`config.mk`:
```
export PLATFORM = sky130hd
export DESIGN_NAME = dds_sweep_ctrl
export DESIGN_NICKNAME = d
export VERILOG_FILES = /design/src/rtl/dds_pkg.sv /design/src/rtl/sweep_next_freq.sv /design/src/rtl/dds_sweep_ctrl.sv
export SDC_FILE = /design/constraint.sdc
export NUM_CORES = 1
export LEC_CHECK = 0
export CAP_MARGIN = 20
export CELL_PAD_IN_SITES_DETAIL_PLACEMENT = 0
export CELL_PAD_IN_SITES_GLOBAL_PLACEMENT = 1
export CORE_MARGIN = 2
export CORE_UTILIZATION = 43
export CTS_CLUSTER_DIAMETER = 40
export DETAILED_ROUTE_END_ITERATION = 10
export GPL_TIMING_DRIVEN = 0
export PLACE_DENSITY = 0.88
export SETUP_SLACK_MARGIN = 0.3
export SYNTH_ARGS = -nofsm -noshare
export SYNTH_HDL_FRONTEND = slang
export SYNTH_HIERARCHICAL = 1
export SYNTH_SLANG_ARGS = --single-unit
```
`constraint.sdc`:
```
create_clock -name clk_dds -period 6.9 [get_ports clk_dds]
set_input_delay 1.38 -clock clk_dds [delete_from_list [all_inputs] [get_ports clk_dds]]
set_output_delay 1.38 -clock clk_dds [all_outputs]
set_load 0.01 [all_outputs]
```
`src/rtl/dds_pkg.sv`:
```
`default_nettype none
// +----------------------------------------------------------------------+
// | dds_pkg : shared constants and types for the DDS sweep sequencer     |
// | Rev 1.0                                                              |
// +----------------------------------------------------------------------+
package dds_pkg;

   localparam int FW_W = 32;
   localparam int DW_W = 24;

   localparam logic [1:0] SWEEP_SINGLE = 2'd0;
   localparam logic [1:0] SWEEP_SAW    = 2'd1;
   localparam logic [1:0] SWEEP_TRI    = 2'd2;
   localparam logic [1:0] SWEEP_RSVD   = 2'd3;

   typedef enum logic {
      ST_IDLE = 1'b0,
      ST_RUN  = 1'b1
   } state_t;

endpackage
`default_nettype wire

```
`src/rtl/sweep_next_freq.sv`:
```
`default_nettype none
// +----------------------------------------------------------------------+
// | sweep_next_freq : next sweep frequency with carry/borrow clamping    |
// | Rev 1.0                                                              |
// +----------------------------------------------------------------------+
module sweep_next_freq #(
   parameter int FW_W = 32
) (
   input  logic [FW_W-1:0] cur,
   input  logic [FW_W-1:0] lo,
   input  logic [FW_W-1:0] hi,
   input  logic [FW_W-1:0] step,
   input  logic [1:0]      mode,
   input  logic            down,
   output logic [FW_W-1:0] nxt,
   output logic            nxt_down,
   output logic            leg_end
);
   import dds_pkg::*;

   logic [FW_W:0]   up_sum;
   logic [FW_W:0]   dn_diff;
   logic [FW_W-1:0] up_val;
   logic [FW_W-1:0] dn_val;
   logic            at_top;
   logic            at_bot;

   // The extra top bit catches wrap-around so an overflowing step still clamps.
   assign up_sum  = {1'b0, cur} + {1'b0, step};
   assign dn_diff = {1'b0, cur} - {1'b0, step};
   assign up_val  = (up_sum[FW_W] || (up_sum[FW_W-1:0] >= hi)) ? hi : up_sum[FW_W-1:0];
   assign dn_val  = (dn_diff[FW_W] || (dn_diff[FW_W-1:0] <= lo)) ? lo : dn_diff[FW_W-1:0];

   assign at_top  = !down && (cur == hi);
   assign at_bot  = down && (cur == lo);
   assign leg_end = at_top;

   always_comb begin
      nxt      = up_val;
      nxt_down = down;
      if (at_top) begin
         case (mode)
            SWEEP_SAW: nxt = lo;
            SWEEP_TRI: begin
               nxt      = dn_val;
               nxt_down = 1'b1;
            end
            default:   nxt = cur;
         endcase
      end else if (at_bot) begin
         nxt      = up_val;
         nxt_down = 1'b0;
      end else if (down) begin
         nxt = dn_val;
      end
   end

endmodule
`default_nettype wire

```
`src/rtl/dds_sweep_ctrl.sv`:
```
`default_nettype none
// +----------------------------------------------------------------------+
// | dds_sweep_ctrl : linear frequency-sweep sequencer feeding a DDS core |
// | Rev 1.0                                                              |
// +----------------------------------------------------------------------+
module dds_sweep_ctrl #(
   parameter int FW_W = dds_pkg::FW_W,
   parameter int DW_W = dds_pkg::DW_W
) (
   input  logic            clk_dds,
   input  logic            rst,
   input  logic            start,
   input  logic            abort,
   input  logic [FW_W-1:0] f_start,
   input  logic [FW_W-1:0] f_stop,
   input  logic [FW_W-1:0] f_step,
   input  logic [DW_W-1:0] dwell,
   input  logic [1:0]      sweep_mode,
   input  logic [11:0]     p_word_in,
   input  logic [1:0]      wave_type_in,
   output logic [FW_W-1:0] f_word,
   output logic [11:0]     p_word,
   output logic [1:0]      wave_type,
   output logic            dds_en,
   output logic            set_flag,
   output logic            busy,
   output logic            done,
   output logic            cfg_err
);
   import dds_pkg::*;

   localparam logic [DW_W-1:0] DW_ONE = {{(DW_W-1){1'b0}}, 1'b1};

   state_t          state, next_state;
   logic [FW_W-1:0] sh_start, sh_stop, sh_step;
   logic [DW_W-1:0] sh_dwell;
   logic [1:0]      sh_mode;
   logic [DW_W-1:0] dwell_cnt;
   logic            down;

   logic [FW_W-1:0] nxt_start, nxt_stop, nxt_step, nxt_f;
   logic [DW_W-1:0] nxt_dwell, nxt_cnt;
   logic [1:0]      nxt_mode, nxt_wt;
   logic [11:0]     nxt_pw;
   logic            nxt_down, nxt_en, nxt_sf, nxt_busy, nxt_done, nxt_err;

   logic [FW_W-1:0] step_f;
   logic            step_down;
   logic            leg_end;
   logic            cfg_ok;

   sweep_next_freq #(.FW_W(FW_W)) u_next (
      .cur      (f_word),
      .lo       (sh_start),
      .hi       (sh_stop),
      .step     (sh_step),
      .mode     (sh_mode),
      .down     (down),
      .nxt      (step_f),
      .nxt_down (step_down),
      .leg_end  (leg_end)
   );

   assign cfg_ok = (f_step != '0) && (f_stop > f_start) && (dwell != '0) &&
                   (sweep_mode != SWEEP_RSVD);

   always_ff @(posedge clk_dds) begin
      if (rst) begin
         state     <= ST_IDLE;
         sh_start  <= '0;
         sh_stop   <= '0;
         sh_step   <= '0;
         sh_dwell  <= '0;
         sh_mode   <= '0;
         dwell_cnt <= '0;
         down      <= 1'b0;
         f_word    <= '0;
         p_word    <= '0;
         wave_type <= '0;
         dds_en    <= 1'b0;
         set_flag  <= 1'b0;
         busy      <= 1'b0;
         done      <= 1'b0;
         cfg_err   <= 1'b0;
      end else begin
         state     <= next_state;
         sh_start  <= nxt_start;
         sh_stop   <= nxt_stop;
         sh_step   <= nxt_step;
         sh_dwell  <= nxt_dwell;
         sh_mode   <= nxt_mode;
         dwell_cnt <= nxt_cnt;
         down      <= nxt_down;
         f_word    <= nxt_f;
         p_word    <= nxt_pw;
         wave_type <= nxt_wt;
         dds_en    <= nxt_en;
         set_flag  <= nxt_sf;
         busy      <= nxt_busy;
         done      <= nxt_done;
         cfg_err   <= nxt_err;
      end
   end

   always_comb begin
      next_state = state;
      nxt_start  = sh_start;
      nxt_stop   = sh_stop;
      nxt_step   = sh_step;
      nxt_dwell  = sh_dwell;
      nxt_mode   = sh_mode;
      nxt_cnt    = dwell_cnt;
      nxt_down   = down;
      nxt_f      = f_word;
      nxt_pw     = p_word;
      nxt_wt     = wave_type;
      nxt_en     = dds_en;
      nxt_sf     = 1'b0;
      nxt_busy   = busy;
      nxt_done   = 1'b0;
      nxt_err    = 1'b0;

      case (state)
         ST_IDLE: begin
            nxt_en   = 1'b0;
            nxt_busy = 1'b0;
            if (start && !abort) begin
               if (cfg_ok) begin
                  next_state = ST_RUN;
                  nxt_start  = f_start;
                  nxt_stop   = f_stop;
                  nxt_step   = f_step;
                  nxt_dwell  = dwell;
                  nxt_mode   = sweep_mode;
                  nxt_cnt    = dwell - DW_ONE;
                  nxt_down   = 1'b0;
                  nxt_f      = f_start;
                  nxt_pw     = p_word_in;
                  nxt_wt     = wave_type_in;
                  nxt_en     = 1'b1;
                  nxt_sf     = 1'b1;
                  nxt_busy   = 1'b1;
               end else begin
                  nxt_err = 1'b1;
               end
            end
         end
         ST_RUN: begin
            if (abort) begin
               next_state = ST_IDLE;
               nxt_en     = 1'b0;
               nxt_busy   = 1'b0;
            end else if (dwell_cnt == '0) begin
               nxt_cnt = sh_dwell - DW_ONE;
               // A single sweep ends after the f_stop dwell; f_word keeps f_stop.
               if (leg_end && (sh_mode == SWEEP_SINGLE)) begin
                  next_state = ST_IDLE;
                  nxt_en     = 1'b0;
                  nxt_busy   = 1'b0;
                  nxt_done   = 1'b1;
               end else begin
                  nxt_f    = step_f;
                  nxt_down = step_down;
               end
            end else begin
               nxt_cnt = dwell_cnt - DW_ONE;
            end
         end
         default: next_state = ST_IDLE;
      endcase
   end

endmodule
`default_nettype wire

```
Word level (Yosys, flattened, before mapping)

Index checks and enable logic that the tools add are counted.

Add/subtract/negate cells: 5
Reductions and logical operators: 23
Equality and inequality tests: 15
Order comparisons: 3
Bitwise logic cells: 3
Muxes and demuxes: 38

Operators with widths:

| cell                  | number |
|---|---|
| $mux 32               | 10 |
| $pmux 32 s2           | 2 |
| $mux 24               | 4 |
| $sub 24x1->24 const B | 3 |
| $eq 32x32->1          | 2 |
| $pmux 24 s2           | 1 |
| $add 32x32->33        | 1 |
| $sub 32x32->33        | 1 |
| $ge 32x32->1          | 1 |
| $gt 32x32->1          | 1 |
| $le 32x32->1          | 1 |
| $reduce_bool 32->1    | 1 |
| $logic_not 24->1      | 1 |
| $reduce_bool 24->1    | 1 |
| $mux 1                | 18 |
| $ne 2x2->1 const B    | 5 |
| $ne 3x2->1 const B    | 3 |
| $logic_and 1x1->1     | 7 |
| $reduce_and 7->1      | 1 |
| $pmux 1 s2            | 3 |
| $reduce_and 3->1      | 2 |
| $reduce_and 6->1      | 1 |
| $ne 4x2->1 const B    | 1 |
| $reduce_or 4->1       | 1 |
| 11 further kinds      | 15 |

Flip-flop bits (word level): 198
Word-level logic and storage cells: 102
Output and inout port bits: 51
Bits of input ports: 140

Longest topological paths before layout

Depth in word-level cells: 11
Mapped depth: 26

By module

Netlist, hierarchy kept.

By module, submodules not included:

| module          | cells each | area an instance (um2) | seq. area each (um2) | instances |
|---|---|---|---|---|
| dds_sweep_ctrl  | 1195       | 9417.8                 | 3963.8               | 1 |
| sweep_next_freq | 1168       | 8090.3                 | 0.0                  | 1 |

Worst setup path after synthesis

No wires, ideal clock.

Path kind: register -> register
Start point: register f_word[13]
End point: register f_word[20]
Stages on the path, launching flop included: 24
Path buffers: 2
Path slack: 1.617 ns
Arrival time: 5.149 ns
Clock period less this slack: 5.283 ns
Library setup time: 0.134 ns
Cell sequence: dfxtp_1 -> ha_1 -> buf_2 -> nand4_1 -> or4_1 -> a211oi_1 -> nor2_1 -> o211ai_1 -> o221ai_1 -> o31ai_1 -> xor2_1 -> ha_1 -> nand4_1 -> or4_1 -> o21bai_1 -> o22ai_1 -> o221ai_2 -> a21oi_4 -> buf_6 -> mux2_4 -> a221oi_2 -> o221ai_1 -> mux2i_1 -> a211oi_1

Word-level cells in the longest chain between the ends: 11
Elaborated cells on any way between the ends: 24
Those cells by class: add/sub: 2; order compare: 2; eq/ne: 4; mux: 10; reduce/logical: 6

Ends and longest elaborated chain:

| item                                             | RTL line                                     | text |
|---|---|---|
| start: declaration                               | dds_sweep_ctrl.sv:21                         | `output logic [FW_W-1:0] f_word,` |
| start signal: assignment                         | dds_sweep_ctrl.sv:94                         | `f_word <= nxt_f;` |
| $add 32x32->33 or $sub 32x32->33 (tied branches) | sweep_next_freq.sv:29, sweep_next_freq.sv:30 |  |
| $ge 32x32->1 or $le 32x32->1 (tied branches)     | sweep_next_freq.sv:31, sweep_next_freq.sv:32 |  |
| $logic_or 1x1->1 (on tied branches)              | sweep_next_freq.sv:31, sweep_next_freq.sv:32 |  |
| $mux 32 (on tied branches)                       | sweep_next_freq.sv:31, sweep_next_freq.sv:32 |  |
| $mux 32                                          | sweep_next_freq.sv:53                        | `end else if (down) begin` |
| $mux 32                                          | sweep_next_freq.sv:50                        | `end else if (at_bot) begin` |
| $mux 32 *                                        | sweep_next_freq.sv:41                        | `if (at_top) begin` |
| via step_f[20]                                   | dds_sweep_ctrl.sv:47                         | `logic [FW_W-1:0] step_f;` |
| $mux 32 *                                        | dds_sweep_ctrl.sv:156                        | `if (leg_end && (sh_mode == SWEEP_SINGLE)) begin` |
| $mux 32 *                                        | dds_sweep_ctrl.sv:153                        | `end else if (dwell_cnt == '0) begin` |
| $mux 32 *                                        | dds_sweep_ctrl.sv:149                        | `if (abort) begin` |
| $pmux 32 s2 *                                    | dds_sweep_ctrl.sv:123                        | `case (state)` |

The timed path passes the listed nets; every way through them passes the cells marked *. The select of a mux whose other input is x is not followed.
A chain may end at the register's enable or synchronous reset.

Worst setup path after layout

Start point: register f_word[15]
End point: register f_word[16]

Same word-level chain as after synthesis.

==> results.yml <==
status:
  status: "finished clean"
die:
  fp-row-count: 73
  start_util: 0.438
  io_pins: 191
  die_h_um: 206
  die_area_um2: 42300
  core-area_um2: 40000
  die_w_um: 206
timing:
  rsz0062_at_grt: "false"
  fin_crit_ns: 6.37
  finalSetupViolations: 0
  fmax_ghz: 0.157
  worst_clock_skew_ns: 0.0144
  fin_crit_sh: 0.924
  finalHoldViolCount: 0
  tightest_slew_ns: 1.20
  drv_slew: 0
  worst_slack_ns: 0.527
  timing.slew.headroom: 0.199
global_route:
  grt_max_degree: 20
  grt_pass1_wl_mm: 111
  grt_usage: 0.352
  grt_pass1_vias: 17968
  antenna_found_initial: 0
  globalRouteOverflowTotal: 0
worst_setup_path:
  startpoint_type: "flop"
  crit_end: "f_word[16]"
  cp.required_ns: 7.28
  crit_slowest_cell: "dfxtp_1"
  worstPathArrival_ns: 6.76
  cp.depth: 21
  reg2reg_to: "f_word[16]"
  critPathMaxFanout: 10
  critPathMostFrequentCell: "a21oi_1"
  crit_start: "f_word[15]"
  critical-path-top-delay-family: "compound AO/OA/AOI/OAI gates"
  r2r_slack_ns: 0.53
  crit_chain: "ha_1 -> or4_1 -> nand3b_4 -> a211oi_4 -> nor4_1 -> o41ai_2 -> a21oi_1 -> xnor2_1 -> ha_1 -> nand2_1 -> a21oi_1 -> a211oi_1 -> o211ai_1 -> a31o_2 -> a31oi_4 -> buf_6 -> buf_6 -> a21oi_1 -> o221ai_1 -> mux2i_1 -> a211oi_1"
  critPathKind: "flop to flop"
  critPathBufInv: 2
  slowest_delay_ns: 0.64
  r2r_cells: 21
  end_kind: "flop"
  timing.rr.start: "f_word[15]"
route:
  routed_wl_mm: 75.3
  firstDrtPassIters: 6
  drt_iter0_drc: 1925
  drc: 0
  vias: 18901
  wl_per_cell_um: 24.1
  antenna_left: 0
  routed_via_density: 6.06
cts:
  cts_buffers: 17
  clk_latency_ns: 0.48
  ctsHoldBuffers: 0
  htreeDepth: 4
  cts.sinks: 198
  tritoncts: "built"
  cts_root_buffer: "clkbuf_16"
  clkTransAtPathRegs_ns: 0.08
  clockBufferDepth: 2
yosys:
  ys_types: 101
  synth_seq_cells: 198
  synth_commonest_cells: "nand2_1 (329), a21oi_1 (272), dfxtp_1 (198)"
  yosysSeqAreaShare: 0.226
  yosys-top-cells-area: "dfxtp_1 (23%), ha_1 (12%), a21oi_1 (7.8%)"
  synth_edf_count: 0
  synthesis.nets: 2668
  synthArstFlopShare: 0
  yosysWarnings: 6
  syn_area_per_cell_um2: 7.41
  synthCells: 2363
  syn_area_um2: 17500
  synth-main-ff-cell: "dfxtp_1"
  synth_largest_area_cell: "dfxtp_1"
  synth_top_area_frac: 0.226
  synth_most_common_cell: "nand2_1"
final_layout:
  nFillCells: 4005
  drive_above_1_share: 0.0699
  final_core_util: 0.520
  syn_to_final_growth_pct: 18.8
  nNetsFinal: 2883
power_and_ir_drop:
  vdd_drop_max_mv: 0.177
  leakage_uw: 0.00828
  finalPower_uw: 4460
  cellPowerDensity_nw_per_um2: 214
run:
  cap_violations: 0
place:
  globalplace.congestion: 0.987
  io_buffers: 190
  dpl_worst_slack_ns: -0.422
  dp_hpwl_mm: 61.2
hold_path:
  hp-class: "flop to flop"
[cell families (layout without fill, tap and decap cells)]
group	Yosys count	after routing	share of synthesized area
simple gates	801	801	0.213
compound gates	677	677	0.257
buf+inv	320	548	0.0765
flops	198	198	0.226
fa+ha+maj	165	165	0.119
xor+xnor	131	131	0.0655
mux	71	71	0.0419
other cells	0	1	0
[layer usage]
layer,GRT usage,part of all wire
met1,0.453,0.42
met2,0.589,0.46
met3,0.0448,0.068
met4,0.154,0.047
met5,0,0
[metrics by stage]
| stage | hold WS (ns) | instance area [um2] | TNS, ns | cells |
|---|---|---|---|---|
| finish | 0.457 | 20800 | 0 | 3117 |
| global route | 0.482 | 20800 | 0 | 3116 |
| CTS | 0.458 | 20700 | 0 | 3113 |
| detailed placement | 0.449 | 20100 | -2.37 | 3079 |
| global placement | 0.443 | 20100 | -1.90 | 3078 |
| floorplan | 0.433 | 17500 | 0 | 2363 |
[flip-flops by register name (all words and copies together), names as in the netlist]
name and flops:
p_word 12, f_word 32, state 1, sh_step 32
sh_stop 32, busy 1, set_flag 1, done 1
wave_type 2, dwell_cnt 24, cfg_err 1, down 1
sh_start 32, sh_mode 2, sh_dwell 24
[layout by cell type (no fill, tap or decap), types with 11 or more instances in the layout]
cell,n
mux2i_1,56
nand3_1,32
a31oi_1,17
xor2_1,76
a221oi_1,16
o221ai_1,15
nand2_1,329
o21ai_0,90
o21bai_1,15
or4_1,14
o21a_1,15
nand2b_1,16
nand4_1,37
clkbuf_1,81
clkdlybuf4s50_1,190
a211oi_1,51
o211ai_1,22
inv_1,175
a21o_1,25
clkbuf_16,17
a21oi_1,272
nor4_1,41
and2_1,11
xnor2_1,55
nor2b_1,14
buf_2,44
o31ai_1,19
dfxtp_1,191
mux2_2,14
ha_1,163
nor2_1,172
nor3_1,75
[where the power goes]
| part | internal, uW | switching [uW] | leakage, uW |
|---|---|---|---|
| combinational | 850 | 1280 | 0.00638 |
| sequential | 1200 | 97.1 | 0.00161 |
| clock | 491 | 546 | 0.000286 |
| total | 2540 | 1920 | 0.00828 |
[cell type report]
cell class                      instances  area, um2  area share
Inverter                              180        676      0.0325
Multi-Input combinational cell       1845      12300       0.591
Timing Repair Buffer                  196       1950      0.0939
Sequential cell                       198       3970       0.191
Antenna cell                            1       2.50    0.000120
Tap cell                              525        657      0.0316
Buffer                                140        666      0.0320
Clock inverter                         13        139     0.00668
Clock buffer                           19        443      0.0213
[worst min path at each step]
stage	cells past startpoint	slack, ns	from	endpoint
6_report	2	0.46	p_word[9]	p_word[9]
5_1_grt	2	0.48	p_word[11]	p_word[11]
3_3_place_gp	2	0.44	p_word[3]	p_word[3]
2_1_floorplan	2	0.43	sh_dwell[14]	sh_dwell[14]
4_1_cts	2	0.46	p_word[9]	p_word[9]
3_5_place_dp	2	0.45	p_word[11]	p_word[11]
[repair_timing]
action	4_1_cts	5_1_grt
setup endpoints to repair	30	29
gates resized for setup	10	11
setup buffers	2	2
pin swaps	0	3
[tightest hold or removal path: stages (launching register included)]
cell and delay [ns]:
dfxtp_1 0.31, nand2_1 0.05, a21oi_1 0.05
Note: power is estimated with default switching activity, not from simulation.
